### src/rtl/rd_lane_dispatch.sv
// rtl/rd_lane_dispatch.sv - read-domain FIFO-to-lane round-robin dispatcher
//
// Pops words from the async FIFO read port into a small local buffer and hands
// each word to exactly one consumer lane over a valid/ready handshake. Lane
// choice is round-robin, skipping lanes that are not ready at load time.
//
// Optional feature macro: RD_DISPATCH_PERF_EN (transfer/stall counters).
//
// Ports:
//   i_rd_clk, i_rd_rstn  clock, asynchronous active-low reset
//   i_flush              synchronous clear of buffer, output stage, RR pointer
//   i_fifo_*/o_fifo_rd_en FIFO read port (data/valid same cycle as rd_en)
//   o_lane_vld/o_lane_data/i_lane_rdy  one-hot lane handshake, shared data bus
//   o_level              local buffer occupancy 0..BUF_DEPTH
//   o_xfer_cnt/o_stall_cnt  performance counters (zero when feature is off)
module rd_lane_dispatch #(
    parameter int WIDTH     = 8,
    parameter int N_READERS = 2,
    parameter int BUF_DEPTH = 4
) (
    input  logic                        i_rd_clk,
    input  logic                        i_rd_rstn,
    input  logic                        i_flush,
    input  logic                        i_fifo_empty,
    input  logic                        i_fifo_valid,
    input  logic [WIDTH-1:0]            i_fifo_data,
    output logic                        o_fifo_rd_en,
    output logic [N_READERS-1:0]        o_lane_vld,
    output logic [WIDTH-1:0]            o_lane_data,
    input  logic [N_READERS-1:0]        i_lane_rdy,
    output logic [$clog2(BUF_DEPTH):0]  o_level,
    output logic [31:0]                 o_xfer_cnt,
    output logic [31:0]                 o_stall_cnt
);
    localparam int PTR_W = $clog2(BUF_DEPTH);
    localparam int LVL_W = PTR_W + 1;
    localparam int TGT_W = (N_READERS > 1) ? $clog2(N_READERS) : 1;

    logic [WIDTH-1:0]     mem_q [BUF_DEPTH];
    logic [PTR_W-1:0]     wr_ptr_q, wr_ptr_d, rd_ptr_q, rd_ptr_d;
    logic [LVL_W-1:0]     level_q, level_d;
    logic [N_READERS-1:0] vld_q, vld_d;
    logic [WIDTH-1:0]     data_q, data_d;
    logic [TGT_W-1:0]     tgt_q, tgt_d, rr_q, rr_d, rr_eff, sel;
    logic                 vld_any, xfer, stage_free, accept, push, pop, found;

    // Gated by reset so the FIFO never sees a pop while this block is held.
    assign o_fifo_rd_en = i_rd_rstn && !i_fifo_empty && !i_flush
                        && (level_q < LVL_W'(BUF_DEPTH));
    assign accept     = o_fifo_rd_en && i_fifo_valid;
    assign vld_any    = |vld_q;
    assign xfer       = vld_any && i_lane_rdy[tgt_q];
    assign stage_free = !vld_any || xfer;

    // A transfer completing this cycle advances the pointer before the next
    // load picks its lane, so back-to-back words rotate across lanes.
    assign rr_eff = !xfer ? rr_q :
                    (tgt_q == TGT_W'(N_READERS - 1)) ? '0 : tgt_q + TGT_W'(1);

    always_comb begin
        sel   = rr_eff;
        found = 1'b0;
        for (int i = 0; i < N_READERS; i++) begin
            int idx;
            idx = int'(rr_eff) + i;
            if (idx >= N_READERS) idx = idx - N_READERS;
            if (!found && i_lane_rdy[idx]) begin
                sel   = TGT_W'(idx);
                found = 1'b1;
            end
        end
    end

    always_comb begin
        vld_d    = vld_q;
        data_d   = data_q;
        tgt_d    = tgt_q;
        rr_d     = xfer ? rr_eff : rr_q;
        rd_ptr_d = rd_ptr_q;
        wr_ptr_d = wr_ptr_q;
        level_d  = level_q;
        pop      = 1'b0;
        push     = 1'b0;

        if (stage_free) begin
            if (level_q != '0) begin
                pop    = 1'b1;
                data_d = mem_q[rd_ptr_q];
                tgt_d  = sel;
                vld_d  = '0;
                vld_d[sel] = 1'b1;
            end else if (accept) begin
                data_d = i_fifo_data;
                tgt_d  = sel;
                vld_d  = '0;
                vld_d[sel] = 1'b1;
            end else begin
                vld_d = '0;
            end
        end

        // Only a word that did not bypass straight into the stage is buffered.
        push = accept && !(stage_free && level_q == '0);

        if (push) wr_ptr_d = wr_ptr_q + PTR_W'(1);
        if (pop)  rd_ptr_d = rd_ptr_q + PTR_W'(1);
        if (push && !pop)      level_d = level_q + LVL_W'(1);
        else if (pop && !push) level_d = level_q - LVL_W'(1);

        if (i_flush) begin
            vld_d    = '0;
            data_d   = '0;
            tgt_d    = '0;
            rr_d     = '0;
            rd_ptr_d = '0;
            wr_ptr_d = '0;
            level_d  = '0;
        end
    end

    always_ff @(posedge i_rd_clk or negedge i_rd_rstn) begin
        if (!i_rd_rstn) begin
            vld_q    <= '0;
            data_q   <= '0;
            tgt_q    <= '0;
            rr_q     <= '0;
            rd_ptr_q <= '0;
            wr_ptr_q <= '0;
            level_q  <= '0;
        end else begin
            vld_q    <= vld_d;
            data_q   <= data_d;
            tgt_q    <= tgt_d;
            rr_q     <= rr_d;
            rd_ptr_q <= rd_ptr_d;
            wr_ptr_q <= wr_ptr_d;
            level_q  <= level_d;
        end
    end

    // Storage array carries no reset; occupancy is tracked by the pointers.
    always_ff @(posedge i_rd_clk) begin
        if (push) mem_q[wr_ptr_q] <= i_fifo_data;
    end

    assign o_lane_vld  = vld_q;
    assign o_lane_data = data_q;
    assign o_level     = level_q;

`ifdef RD_DISPATCH_PERF_EN
    logic [31:0] xfer_cnt_q, stall_cnt_q;

    always_ff @(posedge i_rd_clk or negedge i_rd_rstn) begin
        if (!i_rd_rstn) begin
            xfer_cnt_q  <= '0;
            stall_cnt_q <= '0;
        end else if (i_flush) begin
            xfer_cnt_q  <= '0;
            stall_cnt_q <= '0;
        end else begin
            if (xfer)                     xfer_cnt_q  <= xfer_cnt_q + 32'd1;
            if (vld_any && !i_lane_rdy[tgt_q]) stall_cnt_q <= stall_cnt_q + 32'd1;
        end
    end

    assign o_xfer_cnt  = xfer_cnt_q;
    assign o_stall_cnt = stall_cnt_q;
`else
    assign o_xfer_cnt  = 32'd0;
    assign o_stall_cnt = 32'd0;
`endif

endmodule

### config.mk
export PLATFORM = sky130hd
export DESIGN_NAME = rd_lane_dispatch
export DESIGN_NICKNAME = d
export VERILOG_FILES = /design/src/rtl/rd_lane_dispatch.sv
export SDC_FILE = /design/constraint.sdc
export NUM_CORES = 1
export LEC_CHECK = 0
export CORE_ASPECT_RATIO = 0.9
export CORE_UTILIZATION = 49
export CTS_CLUSTER_SIZE = 14
export DETAILED_ROUTE_END_ITERATION = 16
export GPL_ROUTABILITY_DRIVEN = 0
export MAX_ROUTING_LAYER = met4
export PLACE_DENSITY = 0.85
export RECOVER_POWER = 25
export SLEW_MARGIN = 20
export SYNTH_ARGS = -nofsm -noshare
export SYNTH_HDL_FRONTEND = slang
export SYNTH_SLANG_ARGS = --single-unit
### constraint.sdc
create_clock -name i_rd_clk -period 4.2 [get_ports i_rd_clk]
set_input_delay 1.26 -clock i_rd_clk [delete_from_list [all_inputs] [get_ports i_rd_clk]]
set_output_delay 1.26 -clock i_rd_clk [all_outputs]
set_load 0.01 [all_outputs]
### Word-level counts from Yosys, hierarchy flattened

Memory sizes are Yosys's and may differ from the RTL's.
Index checks and enable logic that the tools add are counted.

* bitwise logic cells: 0
* mux-type cells: 42
* order comparisons: 8
* add/subtract/negate cells: 8
* shift-type cells: 0
* reduce and logical (&&, ||, !) cells: 29
* equality and inequality tests: 0
* multipliers: 0
* div/mod/pow operators: 0

Operators by type and width (count)
* < comparator 32 x 3 -> 1 bit, second input constant: 2
* 2-to-1 mux 32 bit: 2
* 2-to-1 mux 8 bit: 4
* 2-to-1 mux 1 bit: 24
* 2-to-1 mux 2 bit: 8
* logical AND 1 bit: 11
* 2-to-1 mux 3 bit: 3
* nonzero test 3 bit: 3
* nonzero test 2 bit: 4
* logical NOT 1 bit: 7
* adder 2 x 1 -> 2 bit, second input constant: 2
* < comparator 1 x 2 -> 1 bit, second input constant: 2
* adder 3 x 1 -> 3 bit, second input constant: 1
* logical NOT 3 bit: 1
* < comparator 3 bit, second input constant: 1
* subtractor 1 x 2 -> 3 bit, second input constant: 1
* subtractor 2 x 2 -> 3 bit, second input constant: 1
* subtractor 3 x 1 -> 3 bit, second input constant: 1
* adder 1 x 1 -> 2 bit, second input constant: 1
* >= comparator 1 x 2 -> 1 bit, second input constant: 1
* >= comparator 2 bit, second input constant: 1
* AND reduction 2 bit: 1
* OR reduction 2 bit: 1
* adder 1 bit, second input constant: 1
* other kinds (3): 3

* register bits after elaboration: 19
* output and inout bits: 78
* bits in read-only memories: 0
* latch bits: 0
* input port bits: 15
* word-level logic and storage cells: 95
* memory bits (writable): 32
* memories: 1

Memory list
* mem_q: depth 4, width 8, read ports 1, clocked after Yosys merged registers in 0, wr ports 1, RTL line 39 `logic [WIDTH-1:0] mem_q [BUF_DEPTH];`

### Depth between registers and ports, before layout

* depth in word-level cells: 21
* depth in mapped cells: 8
* gate-level depth less buffers: 8

### Worst setup path before layout

OpenSTA, ideal clock, no wires.

* path kind: input-to-output
* from: input i_fifo_empty
* to: output o_fifo_rd_en
* path buffers: 0
* stages: 2
* path slack: 1.019 ns
* arrival: 1.921 ns
* cell sequence: or4b_4 -> clkinv_4

* cells in the longest elaborated chain, start to end: 4

Ends and longest elaborated chain
* start: declaration: RTL line 24 `input logic i_fifo_empty,`
* logical NOT 1 bit: RTL line 48 `assign o_fifo_rd_en = i_rd_rstn && !i_fifo_empty && !i_flush`
* logical AND 1 bit (2 in a row): RTL line 48
* logical AND 1 bit: RTL line 49 `&& (level_q < LVL_W'(BUF_DEPTH));`
* end: declaration: RTL line 27 `output logic o_fifo_rd_en,`

No other way between the ends.

### Worst setup path after layout

Ends and elaborated chain as after synthesis.

==> summary.txt <==
Cells and area
  • Inserted Diodes: 0
  • Layout area overhead: 7.010%
  • Total Nets Final: 268
  • Storage cell area: 1436 um^2
  • FILL cells: 441
  • Share of layout cells above drive strength 1: 13.25%
  • Final Util: 55.35%
  • Multi-input logic area: 1030 um^2

Worst setup path
  • Crit path max-delay family: buffers and inverters
  • Required @ worst endpoint: 2.94 ns
  • Startpoint Class: input pin
  • CP Max Fanout: 4
  • R2R Setup Slk: 1.95 ns
  • Critical path class: input pin to output port
  • Critical Path Most Common Cell: clkdlybuf4s50_1
  • Buf+Inv Stages, Crit Path: 3
  • CP endpoint kind: output port
  • CP Depth: 4
  • Worst r2r path cells: 8
  • Slowest CP cell: or4b_4
  • Critical Path, Cell by Cell: clkdlybuf4s50_1, or4b_4, clkinv_4, clkdlybuf4s50_1
  • Crit path largest cell delay: 0.59 ns
  • Worst r2r dst: o_level[2]
  • CP arrival: 2.87 ns
  • FF-to-FF Start: o_level[2]

Synth
  • Post-Synth Adder-Cell Area: 2.533%
  • Top-area cell type share of the netlist area: 34.74%
  • Multiplexer area fraction after synthesis: 7.644%
  • Synth Register Bits: 51
  • Most common library cells after synthesis: buf_4 (64), edfxtp_1 (32), dfrtp_1 (19)
  • Synth warnings: 0
  • Top cell type by total area after synthesis: edfxtp_1
  • Yosys cell types: 47
  • XOR/XNOR Fraction of Synth Area: 0.9498%
  • Post-synth EDFFs: 32
  • Largest family of logic cells by synthesized area: buffers and inverters
  • Post-synth ARST share: 37.25%
  • Most area-consuming cells after synthesis: edfxtp_1 (35%), buf_4 (17%), dfrtp_1 (17%)
  • Post-synthesis instance area: 2766 um^2
  • Syn Area/Cell: 12.81 um^2
  • Compound-Gate Fraction of Synth Area: 9.181%
  • Cells after synthesis: 216
  • Post-synth top flop: edfxtp_1
  • Seq/Total Area, Yosys: 51.92%
  • Simple-Gate Fraction of Synth Area: 8.232%
  • Most frequent cell after synthesis: buf_4

Timing
  • Final setup violation count: 0
  • Slew headroom: 22.03%
  • Worst Clk Skew: 0.009971 ns
  • Max Freq: 242.0 MHz
  • RSZ-0062 raised after global routing: false
  • Max-slew violations: 0
  • Post-layout min period: 4.132 ns
  • Final Hold Viols: 0
  • Final cycle utilization of the critical path: 98.37%
  • Setup TNS: 0 ns
  • Slew @ Worst Pin: 1.170 ns

Clock tree
  • Postcts setup bufs: 0
  • Worst-path clk slew: 0.08 ns
  • Max Root-Sink Buffers: 2
  • Sink Count: 51
  • TritonCTS clock tree: done
  • CTS H-tree depth: 2
  • Hold_buf cts: 0
  • Total CTS buffers: 5
  • Post-CTS resize count: 0
  • CTS root buf: clkbuf_8
  • Clk Latency, worst-skew pair: 0.30 ns

Drt
  • DRT Wirelength: 4490 um
  • Via count: 1544
  • Initial DRC Count: 147
  • Via density: 4.886
  • Drc violations: 0
  • Final ANT Viol Nets: 0
  • DR pass1 iterations: 4
  • Routed len/inst: 14.21 um

Min path
  • Worst Hold Class: flip-flop to flip-flop
  • Critical hold path startpoint: o_lane_data[7]
  • Hold Path Sink: o_lane_data[7]
  • Hold path depth: 1

Floorplan
  • Initial Util: 51.72%
  • Core Rows: 25
  • Ports: 93
  • Core area: 5349 um^2
  • DIE AREA: 5950 um^2
  • Die Width: 81.20 um
  • Die Y: 73.28 um

GRT
  • Grt total ovfl: 0
  • Vias in the first global route: 1409
  • Largest net degree at the start of global routing: 20
  • First-pass GRT wire length: 7210 um
  • Initial antenna violation count: 0
  • Total track usage: 17.42%

Power
  • VDD IR max: 0.2136 mV
  • Pwr Total: 1.400 mW
  • Leak Pwr: 1.186 nW
  • Power per cell area: 472.8 nW/um^2

Place
  • Port Buf Inserts: 28
  • Detail Placement HPWL: 3083 um

Run
  • Max cap viols: 0

Status
  • Outcome: complete, no violations
[power breakdown]
group / switching, mW / internal, mW / total [mW]
Combinational: 0.235 / 0.238 / 0.472
Clock: 0.146 / 0.119 / 0.264
Sequential: 0.0731 / 0.590 / 0.663
[flip-flops by register name, indices dropped and copies added (netlist names)]
register     count
mem_q           32
o_lane_data      8
o_level          3
o_lane_vld       2
rd_ptr_q         2
wr_ptr_q         2
rr_q             1
tgt_q            1
[metal layers]
| metal | share of wire [%] | wire length (um) | global-route usage [%] |
|---|---|---|---|
| met5 | 0 | 0 | - |
| met4 | 1.2 | 53 | 6.944 |
| met3 | 6.2 | 279 | 3.602 |
| met1 | 43 | 1942 | 23.43 |
| met2 | 49 | 2214 | 25.96 |
[per-stage QoR]
step | cell area (um^2) | hold WS [ns] | instances | worst slack [ns]
2_1_floorplan | 3003 | 0.5029 | 279 | 1.019
3_3_place_gp | 2884 | 0.4950 | 308 | 0.06622
3_5_place_dp | 2884 | 0.5023 | 308 | 0.06352
4_1_cts | 2964 | 0.5206 | 316 | 0.06299
5_1_grt | 2960 | 0.5446 | 316 | 0.03549
6_report | 2960 | 0.5118 | 316 | 0.06831
[cell families (layout without fill, tap and decap cells)]
family / Yosys count / count (layout)
AO/OA/AOI/OAI: 32 / 32
XOR/XNOR: 3 / 3
AND/OR/NAND/NOR: 36 / 36
adder cells (fa/ha/maj): 5 / 5
flip-flops: 51 / 51
multiplexers: 11 / 11
other: 1 / 64
buffers and inverters: 77 / 47
[worst max-delay path by stage]
stage	startpoint	end	slack (ns)
floorplan	i_fifo_empty	o_fifo_rd_en	1.02
global placement	i_fifo_empty	o_fifo_rd_en	0.07
detailed placement	i_fifo_empty	o_fifo_rd_en	0.06
CTS	i_fifo_empty	o_fifo_rd_en	0.06
global route	i_fifo_empty	o_fifo_rd_en	0.04
finish	i_fifo_empty	o_fifo_rd_en	0.07
[cell type report]
| type | instances | area share [%] |
|---|---|---|
| Inverter | 9 | 1.310 |
| Timing Repair Buffer | 30 | 9.848 |
| Tap cell | 67 | 2.832 |
| Sequential cell | 51 | 48.52 |
| Clock buffer | 8 | 2.705 |
| Multi-Input combinational cell | 151 | 34.78 |
[cell usage in the layout (no fill, tap or decap), types with 2 or more instances in the layout]
master and count:
dlygate4sd3_1 3, mux4_2 8, ha_1 4, nor2_2 2, clkbuf_8 5, conb_1 64, o211ai_1 4, mux2i_1 2
a221o_2 7, xnor2_1 2, and2_1 4, clkbuf_1 4, a21oi_2 2, nand2_1 4, nor2_1 4, nand3_1 4
clkdlybuf4s50_1 25, o21ai_0 2, inv_1 8, nor2b_1 8, a21oi_1 7, edfxtp_1 32, dfrtp_1 19
(Power assumes the default switching activity.)
